## src/rtl/decode_ctrl_seq.sv

```systemverilog
// decode_ctrl_seq
//   Decode-stage control unit. Turns the ID opcode into a registered ID/EX
//   control bundle, separates stall (hold) from flush (bubble), and runs a
//   MUL sequencer that freezes the front end through stall_req while a
//   multi-cycle multiply executes.
//
//   Ports:
//     clk, reset      rising-edge clock, synchronous active-high reset
//     stall, flush    hazard-unit hold / kill of the ID instruction
//     opcode          opcode from IF/ID
//     branch, jump    combinational decode of branch / jump opcodes
//     regwrite .. alusrc, mul_start   registered ID/EX control bundle
//     stall_req       registered, high while the MUL sequencer is busy
//     exc_illegal     registered illegal-opcode pulse
//
//   Optional feature: define CTRL_ILLEGAL_EXC_EN to raise exc_illegal for
//   one cycle when an unlisted opcode is decoded; otherwise it is tied 0.
//
//   state | meaning
//   IDLE  | normal decode
//   BUSY  | MUL executing; bundle is a bubble, cnt_q counts down to 1

`ifndef OP_RTYPE
`define OP_RTYPE 6'd0
`define OP_LDB   6'd32
`define OP_LDW   6'd35
`define OP_STB   6'd40
`define OP_STW   6'd43
`define OP_BEQ   6'd4
`define OP_BNE   6'd5
`define OP_JUMP  6'd2
`define OP_LI    6'd12
`define OP_ADDI  6'd8
`define OP_LUI   6'd15
`define OP_ORI   6'd13
`define OP_MUL   6'd28
`define OP_STALL 6'd63
`endif

module decode_ctrl_seq #(
  parameter int OPCODE_W = 6,
  parameter int MUL_LAT  = 4,
  parameter int CNT_W    = 3
) (
  input  logic                clk,
  input  logic                reset,
  input  logic                stall,
  input  logic                flush,
  input  logic [OPCODE_W-1:0] opcode,
  output logic                branch,
  output logic                jump,
  output logic                regwrite,
  output logic                memtoreg,
  output logic                memwrite,
  output logic                memread,
  output logic [1:0]          memsize,
  output logic                alusrc,
  output logic                mul_start,
  output logic                stall_req,
  output logic                exc_illegal
);

  typedef enum logic {IDLE, BUSY} state_t;

  typedef struct packed {
    logic       rw;
    logic       m2r;
    logic       mw;
    logic       mr;
    logic [1:0] size;
    logic       alusrc;
    logic       mul_start;
    logic       exc;
  } bundle_t;

  localparam logic            MUL_MULTI = (MUL_LAT > 1);
  localparam logic [CNT_W-1:0] CNT_LOAD = CNT_W'(MUL_LAT - 1);
  localparam logic [CNT_W-1:0] CNT_ONE  = CNT_W'(1);

  state_t           state_q, state_d;
  logic [CNT_W-1:0] cnt_q, cnt_d;
  bundle_t          bundle_q, bundle_d;
  bundle_t          dec;
  logic             is_mul;
  logic             busy_hold;

  always_comb begin
    dec    = '0;
    is_mul = 1'b0;
    case (opcode)
      `OP_RTYPE: begin dec.rw = 1'b1; dec.alusrc = 1'b1; end
      `OP_LDB:   begin dec.rw = 1'b1; dec.m2r = 1'b1; dec.mr = 1'b1; end
      `OP_LDW:   begin dec.rw = 1'b1; dec.m2r = 1'b1; dec.mr = 1'b1; dec.size = 2'b10; end
      `OP_STB:   dec.mw = 1'b1;
      `OP_STW:   begin dec.mw = 1'b1; dec.size = 2'b10; end
      `OP_BEQ, `OP_BNE: dec.alusrc = 1'b1;
      `OP_JUMP, `OP_STALL: dec = '0;
      `OP_LI, `OP_ADDI, `OP_LUI, `OP_ORI: dec.rw = 1'b1;
      `OP_MUL: begin
        dec.rw        = 1'b1;
        dec.alusrc    = 1'b1;
        dec.mul_start = 1'b1;
        is_mul        = 1'b1;
      end
      default: begin
`ifdef CTRL_ILLEGAL_EXC_EN
        dec.exc = 1'b1;
`else
        dec = '0;
`endif
      end
    endcase
  end

  assign branch = (opcode == `OP_BEQ) || (opcode == `OP_BNE);
  assign jump   = (opcode == `OP_JUMP);

  always_comb begin
    state_d   = state_q;
    cnt_d     = cnt_q;
    bundle_d  = bundle_q;
    // The last BUSY cycle (cnt==1) behaves as normal decode so the
    // instruction waiting in ID issues on the BUSY->IDLE edge.
    busy_hold = (state_q == BUSY) && (cnt_q != CNT_ONE);
    if (flush) begin
      bundle_d = '0;
      state_d  = IDLE;
      cnt_d    = '0;
    end else begin
      // The countdown runs even under stall.
      if (state_q == BUSY) begin
        cnt_d = cnt_q - CNT_ONE;
        if (cnt_q == CNT_ONE) state_d = IDLE;
      end
      if (stall) begin
        bundle_d.exc = 1'b0;
      end else if (busy_hold) begin
        bundle_d = '0;
      end else begin
        bundle_d = dec;
        if (is_mul && MUL_MULTI) begin
          state_d = BUSY;
          cnt_d   = CNT_LOAD;
        end
      end
    end
  end

  always_ff @(posedge clk) begin
    if (reset) begin
      state_q  <= IDLE;
      cnt_q    <= '0;
      bundle_q <= '0;
    end else begin
      state_q  <= state_d;
      cnt_q    <= cnt_d;
      bundle_q <= bundle_d;
    end
  end

  assign regwrite    = bundle_q.rw;
  assign memtoreg    = bundle_q.m2r;
  assign memwrite    = bundle_q.mw;
  assign memread     = bundle_q.mr;
  assign memsize     = bundle_q.size;
  assign alusrc      = bundle_q.alusrc;
  assign mul_start   = bundle_q.mul_start;
  assign stall_req   = (state_q == BUSY);
  assign exc_illegal = bundle_q.exc;

endmodule

```

## config.mk

```make
export PLATFORM = sky130hd
export DESIGN_NAME = decode_ctrl_seq
export DESIGN_NICKNAME = d
export VERILOG_FILES = /design/src/rtl/decode_ctrl_seq.sv
export SDC_FILE = /design/constraint.sdc
export NUM_CORES = 1
export LEC_CHECK = 0
export BUFFER_PORTS_ARGS = -buffer_cell sky130_fd_sc_hd__buf_2
export CAP_MARGIN = 40
export CORE_UTILIZATION = 40
export CTS_CLUSTER_SIZE = 8
export DETAILED_ROUTE_END_ITERATION = 6
export GPL_ROUTABILITY_DRIVEN = 0
export GPL_TIMING_DRIVEN = 0
export PLACE_DENSITY = 0.67
export SLEW_MARGIN = 20
export SYNTH_ARGS = -nofsm -noshare
export SYNTH_HDL_FRONTEND = slang
export SYNTH_SLANG_ARGS = --single-unit
export TNS_END_PERCENT = 20
```

## constraint.sdc

```tcl
create_clock -name clk -period 2 [get_ports clk]
set_input_delay 0.6 -clock clk [delete_from_list [all_inputs] [get_ports clk]]
set_output_delay 0.6 -clock clk [all_outputs]
set_load 0.1 [all_outputs]
```

==> results_dict.tcl, run 1 <==
set metrics [dict create \
    tritoncts_clock_tree "built" \
    synth_seq_cells 10 \
    path_type_of_the_worst_setup_path "in2out" \
    warnings_synthesis 0 \
    sequential_fraction_of_the_synthesis_area 0.344 \
    power.total_mw 0.418 \
    depth_of_the_worst_register_to_register_path 5 \
    htree_levels 1 \
    drtPass1Iterations 4 \
    ioPinCount 22 \
    yosysTopAreaCell "sky130_fd_sc_hd__dfxtp_1" \
    cts_made_buffers 3 \
    grt_overflow_total 0 \
    r2r_setup_slack_ps 490 \
    worst_clock_skew_ps 5.18 \
    synth.avg_cell_area_um2 8.31 \
    p_seq_frac 0.480 \
    routed-via-count 545 \
    netlist_area_um2 582 \
    chipWidth_um 40.1 \
    vias_per_cell 5.14 \
    footprint_of_the_multi_input_gates_um2 345 \
    post_cts_hold_buffer_count 0 \
    power_density_mw_per_mm2 563 \
    power.leakage_nw 0.314 \
    design.die.area_mm2 0.00161 \
    drv_slew 0 \
    chipHeight_um 40.1 \
    report.final.setup_viol 0 \
    syn_inst 70 \
    power.ir.vdd_worst_mv 0.286 \
    ys_top_cells_by_area "sky130_fd_sc_hd__dfxtp_1 34%, sky130_fd_sc_hd__a21oi_1 6.9%, sky130_fd_sc_hd__nor2_1 5.2%, sky130_fd_sc_hd__xnor2_1 4.5%, sky130_fd_sc_hd__ha_1 4.3%" \
    area.sequential_um2 200 \
    synth_top_area_frac 0.344 \
    netSwitchingPower_mw 0.124 \
    dr.first_iter.drc_count 14 \
    clock-root-buffer "sky130_fd_sc_hd__clkbuf_4" \
    io_buffers 17 \
    finalCoreUtilization 0.557 \
    yosysMostFrequentCell "sky130_fd_sc_hd__dfxtp_1" \
    clkTransAtPathRegs_ps 60 \
    core_mm2 0.00133 \
    async_reset_ff_frac 0 \
    outcome "finished clean" \
    report.final.hold_viol_count 0 \
    p_int_mw 0.294 \
    period_minus_slack_ps 1950 \
    grt_first_pass_wirelength_mm 1.82 \
    postSynth.topFlopCell "sky130_fd_sc_hd__dfxtp_1" \
    remaining_drc_errors 0 \
    hp-class "reg2reg" \
    synth.distinct_cells 28 \
    pin_count_of_the_biggest_net_entering_global_routing 11 \
    timing.rr.start "cnt_q[0]" \
    finalHoldWorstSlack_ps 460 \
    synth-edff-count 0 \
    syn_to_final_growth_pct 27.7 \
    layout.filler_cells 132 \
    setup.worst_path.start_class "primary input" \
    pwr-share-comb 0.198 \
    diodes 0 \
    timing.hold.worst_endpoint "mul_start" \
    antenna_violations_before_repair 0 \
    pwr-share-clk 0.322 \
    clock-sinks 10 \
    num_rows 13 \
    drv.max_cap_violation_count 0 \
    critical-path-max-stage-delay_ps 270 \
    drtAntennaViolNets 0 \
    worst-endpoint-arrival_ps 1350 \
    maximum_fanout_encountered_on_the_critical_timing_path 7 \
    finalSetupTns_ps 0 \
    synth_top_cells_by_count "10 x sky130_fd_sc_hd__dfxtp_1, 8 x sky130_fd_sc_hd__a21oi_1, 8 x sky130_fd_sc_hd__nor2_1" \
    routedWlPerCell_um 11.2 \
    floorplan.initialDensity 0.436 \
    min_from "mul_start" \
    clock_insertion_delay_worst_skew_ps 260 \
    min_path_cells 2 \
    detailedPlacementHpwl_um 894 \
    clock_tree.buffer_depth 2 \
    grt_setup_unrepaired "no" \
    grt.total_usage 0.177 \
    timing.critical_path.cells "buf_2 -> nor2_4 -> and4b_2 -> buf_12" \
    worst_ep_required_time_ps 1400 \
    min_period_over_period 0.974 \
    max_freq_ghz 0.513 \
    p_sw_frac 0.297 \
    wl_mm 1.18 \
    layout-drive-gt1-share 0.330 \
    crit_path_end_kind "primary output" \
    regToRegEndpoint "memwrite" \
    slowest_stage "sky130_fd_sc_hd__and4b_2" \
    num-nets-final 105 \
    number_of_global_route_vias_before_repair 450 \
]
## critical path, delay by kind of cell
kind,cells,cell delay [ps]
buf+inv,2,330
simple gates,2,420
## power by group through the flow
stage          Sequential, mW  Clock (mW)  Combinational, mW
3_5_place_dp            0.205           0             0.0796
5_1_grt                 0.201       0.151             0.0890
2_1_floorplan           0.212           0             0.0524
3_3_place_gp            0.205           0             0.0789
6_report                0.201       0.135             0.0828
4_1_cts                 0.201       0.142             0.0816
## cell families (layout without fill, tap and decap cells)
family,after synthesis,count (layout),synth area share
AOI/OAI and AO/OA,18,18,0.217
other,1,2,0.00645
adders and majority gates,2,2,0.0430
xor gates and xnor gates,3,3,0.0452
buffers and inverters,10,30,0.0860
and+or+nand+nor,26,26,0.258
DFF,10,10,0.344
## routing by layer
layer	up-vias	global-route usage	routed length, um	share of wire
met4	0	0.0517	5	0.0042
li1	289	-	-	-
met5	-	0	0	0
met1	241	0.211	525	0.44
met2	13	0.266	584	0.49
met3	2	0.100	68	0.057
## worst max-delay path by stage
stage	startpoint	end	slack (ps)
detailed placement	opcode[3]	jump	-270
floorplan	opcode[0]	jump	-10
finish	opcode[3]	jump	50
global placement	opcode[3]	jump	-260
CTS	opcode[3]	jump	9
global route	opcode[3]	jump	20
## state kept, by name, indices dropped and copies added, names as in the netlist
| name | count |
|---|---|
| memwrite | 1 |
| stall_req | 1 |
| memtoreg | 1 |
| alusrc | 1 |
| cnt_q | 3 |
| regwrite | 1 |
| mul_start | 1 |
| memsize | 1 |
## per-stage QoR
stage               area, um^2  instances  worst slack (ps)
floorplan                  588         71             -10.4
global placement           692        103              -257
detailed placement         692        103              -268
CTS                        738        106              9.17
global route               743        106              21.3
finish                     743        106              51.4
## cell usage in the layout (no fill, tap or decap), types with 2 or more instances in the layout
master / netlist / layout
sky130_fd_sc_hd__a32oi_1: 2 / 2
sky130_fd_sc_hd__nand3_1: 3 / 3
sky130_fd_sc_hd__buf_4: 3 / 3
sky130_fd_sc_hd__nand4b_1: 2 / 2
sky130_fd_sc_hd__nor2_1: 8 / 7
sky130_fd_sc_hd__clkbuf_4: 0 / 3
sky130_fd_sc_hd__a21oi_1: 8 / 8
sky130_fd_sc_hd__conb_1: 1 / 2
sky130_fd_sc_hd__and3_1: 3 / 2
sky130_fd_sc_hd__nand2_1: 5 / 5
sky130_fd_sc_hd__inv_1: 4 / 4
sky130_fd_sc_hd__ha_1: 2 / 2
sky130_fd_sc_hd__buf_2: 1 / 16
sky130_fd_sc_hd__xnor2_1: 3 / 3
sky130_fd_sc_hd__dfxtp_1: 10 / 10
## layout make-up
type | instances | area share
multi-input combinational | 51 | 0.465
sequential | 10 | 0.269
timing repair buffer | 17 | 0.143
buffer | 6 | 0.0471
clock buffer | 3 | 0.0303
tap | 15 | 0.0253
inverter | 4 | 0.0202
## what timing repair did
action,4_1_cts,5_1_grt
resized for setup,7,1
setup endpoints to repair,2,2
cloned,0,0
setup buffers,0,0
Power figures use the tool's default switching activity.
==> run 2: changes to the inputs <==
CELL_PAD_IN_SITES_DETAIL_PLACEMENT = 1   (was not set)
CELL_PAD_IN_SITES_GLOBAL_PLACEMENT = 2   (was not set)
CORE_UTILIZATION = 27   (was 40)
PLACE_DENSITY = not set   (was 0.67)
PLACE_DENSITY_LB_ADDON = 0.1   (was not set)
==> run 2 against run 1 <==
  * Setup slack worse by 16 ps
  * Via count up 5.3%
  * Critical endpoint unchanged
  * Worst hold slack worse by 2.4 ps
  * Utilization down 18 points
  * Wire length up 17%
  * Sequential share of layout area down 0.45 points
  * Largest cell class unchanged
  * Sequential power about the same
  * Power up 1.4%
  * Fmax down 0.82%
==> results_dict.tcl, run 2 (synthesis results as in run 1) <==
set metrics [dict create \
    outcome "finished clean" \
    post_cts_resized 7 \
    clock_tree.buffer_depth 2 \
    wl_mm 1.39 \
    grt_setup_unrepaired "yes" \
    netSwitchingPower_mw 0.130 \
    drtAntennaViolNets 0 \
    detailedPlacementHpwl_mm 1.05 \
    num_rows 16 \
    maximum_fanout_encountered_on_the_critical_timing_path 7 \
    dp.cells 115 \
    min_period_over_period 0.982 \
    grt_first_pass_wirelength_mm 2.32 \
    syn_to_final_growth_pct 29.9 \
    layout_commonest_cell "sky130_fd_sc_hd__buf_2" \
    drtPass1Iterations 4 \
    power_density_mw_per_mm2 561 \
    grt_overflow_total 0 \
    largest_reg_flops 3 \
    remaining_drc_errors 0 \
    htree_levels 1 \
    crit_path_end_kind "primary output" \
    power.total_mw 0.424 \
    cts_made_buffers 3 \
    routed-via-count 574 \
    clock-root-buffer "sky130_fd_sc_hd__clkbuf_4" \
    worst_ep_required_time_ps 1400 \
    ioPinCount 22 \
    layout.filler_cells 263 \
    power.ir.vdd_worst_mv 0.168 \
    path_type_of_the_worst_setup_path "in2out" \
    diodes 0 \
    pin_count_of_the_biggest_net_entering_global_routing 11 \
    route.met2.wl_um 570 \
    cts_setup_buffers 0 \
    max_freq_ghz 0.509 \
    finalHoldWorstSlack_ps 457 \
    pwr-share-clk 0.327 \
    met1_length_um 680 \
    vias_per_cell 4.86 \
    finalCoreUtilization 0.378 \
    routedWlPerCell_um 11.8 \
    chipHeight_um 48.4 \
    core_mm2 0.00200 \
    pwr-share-comb 0.199 \
    clock_insertion_delay_worst_skew_ps 270 \
    number_of_global_route_vias_before_repair 486 \
    met3WireLength_um 96 \
    p_sw_frac 0.306 \
    setup.worst_path.start_class "primary input" \
    layout-drive-gt1-share 0.341 \
    topRoutingLayerUsed "met4" \
    layout.cells.most_common_list "16 x sky130_fd_sc_hd__buf_2, 10 x sky130_fd_sc_hd__dfxtp_1, 8 x sky130_fd_sc_hd__a21oi_1" \
    report.final.setup_viol 0 \
    dr.first_iter.drc_count 13 \
    tritoncts_clock_tree "built" \
    drv.max_cap_violation_count 0 \
    worst_clock_skew_ps 3.14 \
    p_seq_frac 0.474 \
    report.final.hold_viol_count 0 \
    antenna_violations_before_repair 0 \
    num-nets-final 105 \
    clock-sinks 10 \
    p_int_mw 0.294 \
    power.leakage_nw 0.313 \
    post_cts_hold_buffer_count 0 \
    hp-class "reg2reg" \
    clkTransAtPathRegs_ps 60 \
    design.die.area_mm2 0.00234 \
    io_buffers 17 \
    chipWidth_um 48.4 \
    finalNonFillerCells 118 \
    drv_slew 0 \
    registers.top_by_ff_count "cnt_q" \
    grt.total_usage 0.133 \
    worst-endpoint-arrival_ps 1360 \
    period_minus_slack_ps 1960 \
    floorplan.initialDensity 0.291 \
]
## run 2: cell counts in the layout (fill, tap and decap cells not counted)
Identical to the previous run, type by type.
## run 2: path summary, 6_finish.rpt
check	start	endpoint	slack, ps	depth (start not counted)
hold / removal	memwrite	memwrite	460	2
setup reg to reg	cnt_q[0]	memwrite	450	5
hold reg to reg	memwrite	memwrite	460	2
setup / recovery	opcode[3]	jump	40	4
## run 2: layout make-up
cell class                      count  area, um^2  area share
Multi-Input combinational cell     51         348       0.460
Clock buffer                        3        22.5      0.0298
Inverter                            4        15.0      0.0199
Sequential cell                    10         200       0.265
Timing Repair Buffer               17         101       0.134
Tap cell                           27        33.8      0.0447
Buffer                              6        35.0      0.0464
## run 2: worst max-delay path: stages
cell	delay [ps]
sky130_fd_sc_hd__buf_2	150
sky130_fd_sc_hd__nor2_4	150
sky130_fd_sc_hd__and4b_2	250
sky130_fd_sc_hd__buf_8	200
## run 2: metal layers
metal  vias up  global-route usage
met5         -                   0
met3         4              0.0283
met1       256               0.169
met4         0               0.118
li1        289                   -
met2        25               0.188
## run 2: power by group through the flow
stage                     clock network [mW]  registers, mW  logic, mW
after floorplan                            0          0.212     0.0524
after detailed placement                   0          0.205     0.0816
after CTS                              0.145          0.201     0.0845
final                                  0.139          0.201     0.0844
after global placement                     0          0.205     0.0814
after global routing                   0.159          0.201     0.0909
## run 2: metrics by stage
stage / setup TNS (ps) / instance area (um^2) / setup WS, ps
2_1_floorplan: -10.4 / 588 / -10.4
3_3_place_gp: -530 / 707 / -284
3_5_place_dp: -537 / 707 / -288
4_1_cts: 0 / 753 / 32.5
5_1_grt: -12.1 / 756 / -12.1
6_report: 0 / 756 / 35.2
==> run 3: changes to the inputs <==
CORE_UTILIZATION = 25   (was 27)
SKIP_CTS_REPAIR_TIMING = 1   (was not set)
clock period = 1.89 ns   (was 2 ns; I/O delays follow)
==> run 3 against run 2 <==
  * Power increased by 6.1%
  * Sequential power increased by 6%
  * Utilization decreased by 2.8 points
  * Sequential cell count unchanged
  * First-iteration DRC count decreased by 62%
  * Wire length increased by 5.2%
  * Register-to-register slack got worse by 90 ps
  * Clock skew increased by 2.0 ps
  * Critical endpoint unchanged
==> results_dict.tcl, run 3 (synthesis results as in run 1) <==
set metrics [dict create \
    drtAntennaViolNets 0 \
    worst_ep_required_time_ps 1320 \
    period_minus_slack_ps 1870 \
    design.die.area_mm2 0.00252 \
    num_rows 17 \
    maximum_fanout_encountered_on_the_critical_timing_path 7 \
    syn_to_final_growth_pct 32.9 \
    timing.rr.start "cnt_q[1]" \
    worst_clock_skew_ps 5.15 \
    timing.hold.worst_endpoint "memsize[1]" \
    grt_overflow_total 0 \
    cts_made_buffers 3 \
    detailedPlacementHpwl_mm 1.12 \
    power.total_mw 0.450 \
    grt.total_usage 0.136 \
    layout.filler_cells 289 \
    clock_tree.buffer_depth 2 \
    crit_path_end_kind "primary output" \
    antenna_violations_before_repair 0 \
    io_buffers 17 \
    finalSetupTns_ps 0 \
    floorplan.initialDensity 0.263 \
    drtPass1Iterations 4 \
    max_freq_ghz 0.536 \
    layout.cells.most_common_list "15 x sky130_fd_sc_hd__buf_2, 10 x sky130_fd_sc_hd__dfxtp_1, 8 x sky130_fd_sc_hd__a21oi_1" \
    clock_insertion_delay_worst_skew_ps 260 \
    report.final.setup_viol 0 \
    dr.first_iter.drc_count 5 \
    r2r_setup_slack_ps 360 \
    layout_commonest_cell "sky130_fd_sc_hd__buf_2" \
    remaining_drc_errors 0 \
    clock-root-buffer "sky130_fd_sc_hd__clkbuf_4" \
    registers.top_by_ff_count "cnt_q" \
    report.final.hold_viol_count 0 \
    core_mm2 0.00221 \
    pin_count_of_the_biggest_net_entering_global_routing 11 \
    power.leakage_nw 0.323 \
    worst-endpoint-arrival_ps 1300 \
    layout-drive-gt1-share 0.359 \
    wl_mm 1.46 \
    clkTransAtPathRegs_ps 70 \
    clock-sinks 10 \
    number_of_global_route_vias_before_repair 556 \
    drv.max_cap_violation_count 0 \
    diodes 0 \
    htree_levels 1 \
    chipWidth_um 50.2 \
    hp-class "reg2reg" \
    largest_reg_flops 3 \
    drv_slew 0 \
    vias_per_cell 4.90 \
    power.ir.vdd_worst_mv 0.253 \
    power_density_mw_per_mm2 582 \
    path_type_of_the_worst_setup_path "in2out" \
    outcome "finished clean" \
    grt_first_pass_wirelength_mm 2.48 \
    regToRegEndpoint "memsize[1]" \
    routedWlPerCell_um 12.2 \
    num-nets-final 106 \
    setup.worst_path.start_class "primary input" \
    tritoncts_clock_tree "built" \
    min_path_cells 2 \
    ioPinCount 22 \
    min_period_over_period 0.988 \
    routed-via-count 588 \
    chipHeight_um 50.2 \
    min_from "memsize[1]" \
    depth_of_the_worst_register_to_register_path 6 \
]
[run 3: cell types whose count changed in the layout (fill, tap and decap cells not counted)]
cell                       previous run  this run
sky130_fd_sc_hd__buf_12               0         1
sky130_fd_sc_hd__buf_4                3         5
sky130_fd_sc_hd__buf_2               16        15
sky130_fd_sc_hd__buf_8                1         0
sky130_fd_sc_hd__clkbuf_1             1         0
sky130_fd_sc_hd__clkbuf_2             0         1
[run 3: worst max-delay path by stage]
stage                     cells after the start  slack, ps  endpoint       from
after detailed placement                      4       -350      jump  opcode[3]
final                                         4         20      jump  opcode[4]
after floorplan                               3        -50      jump  opcode[0]
after CTS                                     4       -350      jump  opcode[3]
after global routing                          4        -20      jump  opcode[4]
after global placement                        4       -340      jump  opcode[3]
[run 3: power breakdown]
group / switching (mW) / internal [mW]
Combinational: 0.0634 / 0.0284
Clock: 0.0718 / 0.0735
Sequential: 0.000827 / 0.212
Total: 0.136 / 0.314
[run 3: routing by layer]
layer / part of all wire / track usage
met5: 0 / 0
met1: 0.45 / 0.162
met3: 0.058 / 0.0455
met4: 0.018 / 0.0714
met2: 0.48 / 0.213
[run 3: stage by stage]
step / std cells / worst slack, ps / cell area, um^2 / utilization / hold slack [ps]
floorplan: 71 / -54.4 / 588 / - / 516
global placement: 116 / -342 / 708 / 0.320 / 450
detailed placement: 116 / -351 / 708 / 0.320 / 455
CTS: 119 / -351 / 731 / 0.330 / 465
global route: 120 / -15.8 / 773 / 0.350 / 509
finish: 120 / 22.7 / 773 / 0.350 / 464
[run 3: layout make-up]
type | instances | area (um^2) | share of cell area
plain buffers | 6 | 36.3 | 0.0469
clock buffers | 3 | 22.5 | 0.0291
inverters | 4 | 15.0 | 0.0194
well taps | 28 | 35.0 | 0.0453
repair buffers | 18 | 116 | 0.150
flip-flops and latches | 10 | 200 | 0.259
multi-input cells | 51 | 348 | 0.450
[run 3: critical path, cell delays in order]
cell and delay [ps]:
sky130_fd_sc_hd__buf_4 140, sky130_fd_sc_hd__nor2_4 140, sky130_fd_sc_hd__and4b_2 270, sky130_fd_sc_hd__buf_12 180
